### src/rtl/downstream_cancel_processor_pkg.sv
// rtl/downstream_cancel_processor_pkg.sv - shared types, defaults and saturating add for the cancel processor
//
// Purpose: state encoding, default widths and the clipping adder used by the
// downstream cancelled-orders read-modify-write path.
// Ports: none (package).

package downstream_pkg;

  localparam int DATA_WIDTH = 32;
  localparam int ADDR_WIDTH = 5;
  localparam int CNT_WIDTH  = 16;

  typedef enum logic [1:0] {
    IDLE  = 2'd0,
    READ  = 2'd1,
    ADD   = 2'd2,
    WRITE = 2'd3
  } state_t;

  // Returns {carry, value}. On carry the value is pinned to all-ones so a
  // running total never wraps back to a small number.
  function automatic logic [DATA_WIDTH:0] sat_add(
    input logic [DATA_WIDTH-1:0] a,
    input logic [DATA_WIDTH-1:0] b
  );
    logic [DATA_WIDTH:0] s;
    s = {1'b0, a} + {1'b0, b};
    if (s[DATA_WIDTH]) begin
      s = {1'b1, {DATA_WIDTH{1'b1}}};
    end
    return s;
  endfunction

endpackage

### src/rtl/downstream_cancel_processor_if.sv
// rtl/downstream_cancel_processor_if.sv - request, RAM and status signal bundle for the cancel processor
//
// Purpose: groups the cancel/clear request handshake, the ramdownstream
// read/write ports and the debug status outputs.
// Modports:
//   slave  - the cancel processor (consumes requests, drives RAM and status)
//   master - the requesting side / enclosing top (drives requests, read data)

interface downstream_cancel_processor_if #(
  parameter int DATA_WIDTH = downstream_pkg::DATA_WIDTH,
  parameter int ADDR_WIDTH = downstream_pkg::ADDR_WIDTH,
  parameter int CNT_WIDTH  = downstream_pkg::CNT_WIDTH
);

  logic                  cancel_valid;
  logic                  cancel_ready;
  logic                  clear_valid;
  logic [ADDR_WIDTH-1:0] client_id;
  logic [DATA_WIDTH-1:0] amount;
  logic [ADDR_WIDTH-1:0] downstream_address_write;
  logic [DATA_WIDTH-1:0] data_write;
  logic                  downstream_write_enable;
  logic [ADDR_WIDTH-1:0] address_read;
  logic [DATA_WIDTH-1:0] data_read;
  logic                  done;
  logic                  saturated;
  logic [CNT_WIDTH-1:0]  event_count;

  modport slave (
    input  cancel_valid, clear_valid, client_id, amount, data_read,
    output cancel_ready, downstream_address_write, data_write,
           downstream_write_enable, address_read, done, saturated, event_count
  );

  modport master (
    output cancel_valid, clear_valid, client_id, amount, data_read,
    input  cancel_ready, downstream_address_write, data_write,
           downstream_write_enable, address_read, done, saturated, event_count
  );

endinterface

### src/rtl/downstream_cancel_processor.sv
// rtl/downstream_cancel_processor.sv - read-modify-write writer for the per-client cancelled-orders RAM
//
// Purpose: accepts cancel reports (stored += amount, clipped at all-ones) and
// per-client clears (stored = 0), one operation at a time.
// Ports:
//   clk    - single clock, shared with the RAM ports
//   reset  - synchronous, active-high; abandons any operation without a write
//   bus    - downstream_cancel_processor_if.slave: request handshake
//            (cancel_valid/clear_valid/cancel_ready/client_id/amount), RAM
//            ports (address_read/data_read, downstream_address_write/
//            data_write/downstream_write_enable) and status (done, saturated,
//            event_count).
// The adder comes from downstream_pkg and is sized by its DATA_WIDTH, so the
// DATA_WIDTH parameter here is expected to stay at the package value.

module downstream_cancel_processor
  import downstream_pkg::*;
#(
  parameter int DATA_WIDTH = downstream_pkg::DATA_WIDTH,
  parameter int ADDR_WIDTH = downstream_pkg::ADDR_WIDTH,
  parameter int CNT_WIDTH  = downstream_pkg::CNT_WIDTH
) (
  input  logic                           clk,
  input  logic                           reset,
  downstream_cancel_processor_if.slave   bus
);

  state_t                state_q, state_d;
  logic [ADDR_WIDTH-1:0] id_q, id_d;
  logic [ADDR_WIDTH-1:0] raddr_q, raddr_d;
  logic [DATA_WIDTH-1:0] amount_q, amount_d;
  logic [DATA_WIDTH-1:0] result_q, result_d;
  logic                  sat_q, sat_d;
  logic [CNT_WIDTH-1:0]  cnt_q, cnt_d;
  logic [DATA_WIDTH:0]   sum;

  always_ff @(posedge clk) begin
    if (reset) begin
      state_q  <= IDLE;
      id_q     <= '0;
      raddr_q  <= '0;
      amount_q <= '0;
      result_q <= '0;
      sat_q    <= 1'b0;
      cnt_q    <= '0;
    end else begin
      state_q  <= state_d;
      id_q     <= id_d;
      raddr_q  <= raddr_d;
      amount_q <= amount_d;
      result_q <= result_d;
      sat_q    <= sat_d;
      cnt_q    <= cnt_d;
    end
  end

  always_comb begin
    state_d  = state_q;
    id_d     = id_q;
    raddr_d  = raddr_q;
    amount_d = amount_q;
    result_d = result_q;
    sat_d    = sat_q;
    cnt_d    = cnt_q;
    sum      = sat_add(bus.data_read, amount_q);

    unique case (state_q)
      IDLE: begin
        // Clear has priority; a simultaneous cancel is left pending and the
        // source keeps it asserted until the next IDLE cycle.
        if (bus.clear_valid) begin
          id_d     = bus.client_id;
          result_d = '0;
          state_d  = WRITE;
        end else if (bus.cancel_valid) begin
          id_d     = bus.client_id;
          amount_d = bus.amount;
          raddr_d  = bus.client_id;
          state_d  = READ;
        end
      end
      READ: begin
        // address_read is stable this cycle; data_read is valid in ADD.
        state_d = ADD;
      end
      ADD: begin
        result_d = sum[DATA_WIDTH-1:0];
        if (sum[DATA_WIDTH]) begin
          sat_d = 1'b1;
        end
        state_d = WRITE;
      end
      WRITE: begin
        cnt_d   = cnt_q + CNT_WIDTH'(1);
        state_d = IDLE;
      end
      default: state_d = IDLE;
    endcase
  end

  assign bus.cancel_ready             = (state_q == IDLE);
  assign bus.downstream_write_enable  = (state_q == WRITE);
  assign bus.done                     = (state_q == WRITE);
  assign bus.downstream_address_write = id_q;
  assign bus.data_write               = result_q;
  assign bus.address_read             = raddr_q;
  assign bus.saturated                = sat_q;
  assign bus.event_count              = cnt_q;

endmodule

### src/flat_wrapper.sv
// flat-port wrapper written by rule: the top's interface ports become plain ports
module downstream_cancel_processor_flat import downstream_pkg::*;
#(
  parameter int DATA_WIDTH = downstream_pkg::DATA_WIDTH,
  parameter int ADDR_WIDTH = downstream_pkg::ADDR_WIDTH,
  parameter int CNT_WIDTH  = downstream_pkg::CNT_WIDTH
)
  (clk, reset, bus_cancel_valid, bus_clear_valid, bus_client_id, bus_amount, bus_data_read, bus_cancel_ready, bus_downstream_address_write, bus_data_write, bus_downstream_write_enable, bus_address_read, bus_done, bus_saturated, bus_event_count);
  downstream_cancel_processor_if #(.DATA_WIDTH(DATA_WIDTH), .ADDR_WIDTH(ADDR_WIDTH), .CNT_WIDTH(CNT_WIDTH)) bus_i ();
  input  logic clk;
  input  logic reset;
  input wire logic [$bits(bus_i.cancel_valid)-1:0] bus_cancel_valid;
  input wire logic [$bits(bus_i.clear_valid)-1:0] bus_clear_valid;
  input wire logic [$bits(bus_i.client_id)-1:0] bus_client_id;
  input wire logic [$bits(bus_i.amount)-1:0] bus_amount;
  input wire logic [$bits(bus_i.data_read)-1:0] bus_data_read;
  output wire logic [$bits(bus_i.cancel_ready)-1:0] bus_cancel_ready;
  output wire logic [$bits(bus_i.downstream_address_write)-1:0] bus_downstream_address_write;
  output wire logic [$bits(bus_i.data_write)-1:0] bus_data_write;
  output wire logic [$bits(bus_i.downstream_write_enable)-1:0] bus_downstream_write_enable;
  output wire logic [$bits(bus_i.address_read)-1:0] bus_address_read;
  output wire logic [$bits(bus_i.done)-1:0] bus_done;
  output wire logic [$bits(bus_i.saturated)-1:0] bus_saturated;
  output wire logic [$bits(bus_i.event_count)-1:0] bus_event_count;
  assign bus_i.cancel_valid = bus_cancel_valid;
  assign bus_i.clear_valid = bus_clear_valid;
  assign bus_i.client_id = bus_client_id;
  assign bus_i.amount = bus_amount;
  assign bus_i.data_read = bus_data_read;
  assign bus_cancel_ready = bus_i.cancel_ready;
  assign bus_downstream_address_write = bus_i.downstream_address_write;
  assign bus_data_write = bus_i.data_write;
  assign bus_downstream_write_enable = bus_i.downstream_write_enable;
  assign bus_address_read = bus_i.address_read;
  assign bus_done = bus_i.done;
  assign bus_saturated = bus_i.saturated;
  assign bus_event_count = bus_i.event_count;
  downstream_cancel_processor #(.DATA_WIDTH(DATA_WIDTH), .ADDR_WIDTH(ADDR_WIDTH), .CNT_WIDTH(CNT_WIDTH)) u_core (.clk(clk), .reset(reset), .bus(bus_i));
endmodule
### config.mk
export PLATFORM = sky130hd
export DESIGN_NAME = downstream_cancel_processor_flat
export DESIGN_NICKNAME = d
export VERILOG_FILES = /design/src/rtl/downstream_cancel_processor_pkg.sv /design/src/rtl/downstream_cancel_processor_if.sv /design/src/rtl/downstream_cancel_processor.sv /design/src/flat_wrapper.sv
export SDC_FILE = /design/constraint.sdc
export NUM_CORES = 1
export LEC_CHECK = 0
export CORE_MARGIN = 5
export CORE_UTILIZATION = 45
export DETAILED_ROUTE_END_ITERATION = 16
export DONT_BUFFER_PORTS = 1
export GPL_TIMING_DRIVEN = 1
export PLACE_DENSITY = 0.59
export RECOVER_POWER = 25
export SYNTH_ARGS = -nofsm -noshare
export SYNTH_HDL_FRONTEND = slang
export SYNTH_SLANG_ARGS = --single-unit
### constraint.sdc
create_clock -name clk -period 2.9 [get_ports clk]
set_input_delay 0.58 -clock clk [delete_from_list [all_inputs] [get_ports clk]]
set_output_delay 0.58 -clock clk [all_outputs]
set_load 0.02 [all_outputs]
### After elaboration in Yosys (flattened, before gate mapping)

Index checks and enable logic that the tools add are counted.

* register bits after elaboration: 93
* latch bits: 0
* RAM bits: 0
* bits in read-only memories: 0
* input port bits: 73
* output and inout port bits: 62
* word-level logic and storage cells: 30
* memories: 0

* add/subtract/negate cells: 2
* multiply operators: 0
* div/mod/pow operators: 0
* order comparisons: 0
* eq/ne operators: 5
* shift-type cells: 0
* multiplexer cells: 8
* bitwise gates (word level): 1
* reductions and logical operators: 7

Operators by type and width (count)
* $pmux 32 s2: 1
* $add 32x32->33: 1
* $mux 33: 1
* $mux 32: 1
* $add 16x1->16 const B: 1
* $mux 5: 2
* $pmux 2 s4: 1
* $reduce_and 2->1: 3
* $eq 2x2->1 const B: 2
* $mux 2: 2
* $reduce_bool 2->1: 2
* $ne 3x3->1 const B: 1
* $reduce_and 3->1: 1
* $eq 2x1->1 const B: 1
* $logic_not 2->1: 1
* $ne 2x2->1 const B: 1
* $not 1->1: 1

### Logic depth before layout (Yosys ltp)

* depth after elaboration: 3
* gate-level depth with buffers: 12
* gate-level depth less buffers: 10

### Least setup slack after synthesis

Ideal clock, no wire load.

* kind: input -> register
* from: input port bus_data_read[0]
* to: register u_core.result_q[25] (netlist: u_core.bus.data_write[25])
* library setup time: 0.122 ns
* arrival time: 3.026 ns
* data required time: 2.778 ns
* slack: -0.248 ns
* stages on the path: 11
* buffers on the path: 1
* cell sequence: ha_1 -> fa_1 -> a211oi_2 -> o211ai_1 -> a41oi_2 -> nor3_2 -> o311a_1 -> o31a_1 -> buf_6 -> and2_4 -> a221o_1

* longest elaborated chain between the ends: 3

Ends and longest elaborated chain
* start: declaration: RTL line flat_wrapper.sv:16 `input wire logic [$bits(bus_i.data_read)-1:0] bus_data_read;`
* $add 32x32->33: RTL line downstream_cancel_processor_pkg.sv:27 `s = {1'b0, a} + {1'b0, b};`
* $mux 33: RTL line downstream_cancel_processor_pkg.sv:28 `if (s[DATA_WIDTH]) begin`
* $pmux 32 s2: RTL line downstream_cancel_processor.sv:67 `unique case (state_q)`
* end signal: assignment: RTL line downstream_cancel_processor.sv:51 `result_q <= result_d;`
* end: declaration: RTL line downstream_cancel_processor.sv:32 `logic [DATA_WIDTH-1:0] result_q, result_d;`

No other way between the ends.
A chain may end at the register's enable or synchronous reset.

### Final worst setup path

* from: register u_core.amount_q[0]
* to: register u_core.result_q[26] (netlist: u_core.bus.data_write[26])

* longest elaborated chain between the ends: 3

Ends and longest elaborated chain
* start: declaration: RTL line downstream_cancel_processor.sv:31 `logic [DATA_WIDTH-1:0] amount_q, amount_d;`
* start signal: assignment: RTL line downstream_cancel_processor.sv:50 `amount_q <= amount_d;`
* $add 32x32->33: RTL line downstream_cancel_processor_pkg.sv:27
* $mux 33: RTL line downstream_cancel_processor_pkg.sv:28
* $pmux 32 s2: RTL line downstream_cancel_processor.sv:67

No other way between the ends.

==> run_results.csv <==
group,metric,value,unit
synth,post_synth_num_cell_types,54,
floorplanning,core_area,0.01127,sq mm
power_and_ir_drop,power.clock.fraction,31.6,%
synth,ys_async_sr_fraction,0,%
global_routing,grt_pass1_vias,4284,
floorplanning,die_area,0.01362,sq mm
clock_network,clk_latency,340,ps
place,placed_area,0.005416,sq mm
place,pre_cts_slack,-241.9,ps
critical_path,worstSetupPathType,"flop to flop",
sta,setup_tns,0,ps
sta,rsz0062_at_grt,"true",
global_routing,grt_max_degree,68,
sta,finalCritPeriodShare,98.53,%
global_routing,grtUsageTotal,20.48,%
synth,synth_edf_count,0,
synth,syn_inst,656,
cells_and_area,fin_util,52.53,%
critical_path,crit_path_start_kind,"flop",
power_and_ir_drop,p_leak,2.521,nW
critical_path,crit_arrival,3090,ps
routing,vias_per_cell,5.526,
sta,fmax,0.3500,GHz
power_and_ir_drop,combinationalPowerShare,26.5,%
global_routing,busiest_layer,"met2",
sta,setup_violations,0,
status,status,"completed",
synth,synth_top_area_cell,"dfxtp_1",
clock_network,cts.clk_slew.worst_paths,60,ps
cells_and_area,drive_above_1_share,13.37,%
synth,synth_seq_cells,93,
cells_and_area,area_delta_synth_final,15.53,%
synth,synth_area_per_cell,7.812,sq um
cells_and_area,final_cell_mix,"159 x nand2_1, 92 x dfxtp_1, 75 x a21oi_1",
routing,drc_errors,0,
power_and_ir_drop,power_density,684.7,mW/mm^2
synth,syn_nets,766,
synth,netlist.area_leader.share,36.33,%
place,hpwl,11080,um
sta,finalHoldViolations,0,
global_routing,grt_first_pass_wirelength,21690,um
routing,ant_nets,0,
place,portBuffers,0,
clock_network,cts_buffers,9,
cells_and_area,diodes,0,
sta,maxSlewViolCount,0,
global_routing,use_met1,25.48,%
global_routing,grt_use_met3,8.964,%
routing,num_vias,4509,
critical_path,end_kind,"flop",
routing,firstDrtPassIters,4,
place,gp_congestion,0.8993,
routing,post_drt_wl_per_cell,17.22,um
floorplanning,ios,135,
power_and_ir_drop,power_switching_share,34.54,%
synth,ys.flop_type,"dfxtp_1",
critical_path,cp_max_fo,6,
global_routing,grt.overflow.total,0,
clock_network,cts_root_buffer,"clkbuf_16",
floorplanning,initial_core_util,45.47,%
floorplanning,rows,39,
job,cap_viol_max_count,0,
sta,fin_skew,6.518,ps
sta,worst_pin_slew,750.2,ps
clock_network,cts_max_level,3,
synth,yosysWarningCount,0,
cells_and_area,num-nets-final,778,
cells_and_area,layout_commonest_cell,"nand2_1",
sta,slew-limit-headroom,49.98,%
critical_path,cp.required,3130,ps
cells_and_area,design_area,0.005921,sq mm
clock_network,cts.path.max_buffers,2,
global_routing,grtUsageMet2,31.93,%
power_and_ir_drop,switchingPower,0.001400,W
clock_network,tritoncts,"yes",
cells_and_area,stdcell_count,816,
global_routing,antenna_found_initial,0,
clock_network,cts_num_sinks,93,
synth,netlist_area,0.005125,sq mm
sta,setup_ws,42.56,ps
floorplanning,fp.dieH,116.7,um
hold_path,worstHoldPathType,"input port to flop",
place,dp_cells,797,
floorplanning,die_w,116.7,um
routing,drt_wl_total,14050,um
sta,min_period,2857,ps
power_and_ir_drop,ir_drop,0.0004948,V
routing,drt_iter0_drc,225,
power_and_ir_drop,p_seq_share,41.9,%
synth,seq_area_frac_synth,36.33,%
synth,synth_area_leaders,"dfxtp_1 36%, nand2_1 12%, ha_1 8.8%",
power_and_ir_drop,p_int,0.002654,W
==> metal layers <==
layer | routed length [um] | part of all wire [%]
met1 | 5923 | 42
met2 | 6585 | 47
met3 | 1371 | 9.8
met4 | 168 | 1.2
met5 | 0 | 0
==> sequential cells by signal, indices dropped and copies added (netlist names) <==
register and flops:
u_core.amount_q 32, u_core.bus.address_read 5, u_core.bus.data_write 32, u_core.bus.downstream_address_write 5, u_core.bus.event_count 16, u_core.bus.saturated 1, u_core.state_q 2
==> power by group through the flow <==
stage	Clock, W	Sequential (W)	Combinational [W]
6_report	0.00128	0.00170	0.00108
5_1_grt	0.00137	0.00172	0.00120
4_1_cts	0.00132	0.00171	0.00101
3_5_place_dp	0	0.00174	0.00101
3_3_place_gp	0	0.00173	0.000987
2_1_floorplan	0	0.00169	0.000762
==> critical path: stages (launching register included) <==
cell and delay, ps:
dfxtp_2 340, ha_4 160, fa_2 400, a211oi_2 210
o211ai_1 150, a41oi_2 270, nor3_2 90, o311a_1 330
o31a_4 340, and2_4 190, a221o_1 250
==> cell type report <==
type | count | area [sq um]
sequential | 93 | 1863
multi-input combinational | 520 | 3219
clock buffer | 10 | 239.0
tap | 143 | 178.9
clock inverter | 6 | 93.84
timing repair buffer | 35 | 292.8
fill | 1079 | 5351
inverter | 9 | 33.78
==> path summary, 6_finish.rpt <==
check	startpoint	end	slack, ps	cells past startpoint
max	u_core.amount_q[0]	u_core.bus.data_write[26]	40	10
min	reset	u_core.bus.data_write[18]	310	1
max reg2reg	u_core.amount_q[0]	u_core.bus.data_write[26]	40	10
min reg2reg	u_core.amount_q[28]	u_core.amount_q[28]	460	2
==> synthesized netlist by cell type, drive strengths merged, types with 6 or more instances <==
cell,instances
nand2,159
dfxtp,93
a21oi,79
o21ai,47
nor2,39
ha,36
clkbuf,29
xor2,20
xnor2,18
a21o,14
nand4,11
inv,9
nand3,8
mux2i,7
and3,6
nor3,6
o211ai,6
==> repair_timing <==
item / in CTS / in global routing
buffers inserted: 0 / 1
pin swaps: 1 / 10
resized for setup: 1 / 46
hold buffers: 0 / 0
gates cloned: 0 / 2
hold endpoints to repair: 0 / 0
setup endpoints to repair: 6 / 32
==> through the flow <==
stage | power (W) | hold WS [ps]
CTS | 0.004032 | 297.3
global placement | 0.002717 | 443.4
floorplan | 0.002449 | 440.0
detailed placement | 0.002742 | 446.9
global route | 0.004291 | 297.2
finish | 0.004054 | 309.0
==> logic make-up (layout without fill, tap and decap cells) <==
kind of cell	Yosys count	in the layout	share of synthesized area [%]
and+or+nand+nor	248	248	20.56
xor gates and xnor gates	38	38	6.494
muxes	7	7	1.367
AOI/OAI and AO/OA	190	190	22.53
adders and majority gates	37	37	9.180
DFF	93	93	36.33
buffers and inverters	43	60	3.540
Power figures use the tool's default switching activity.
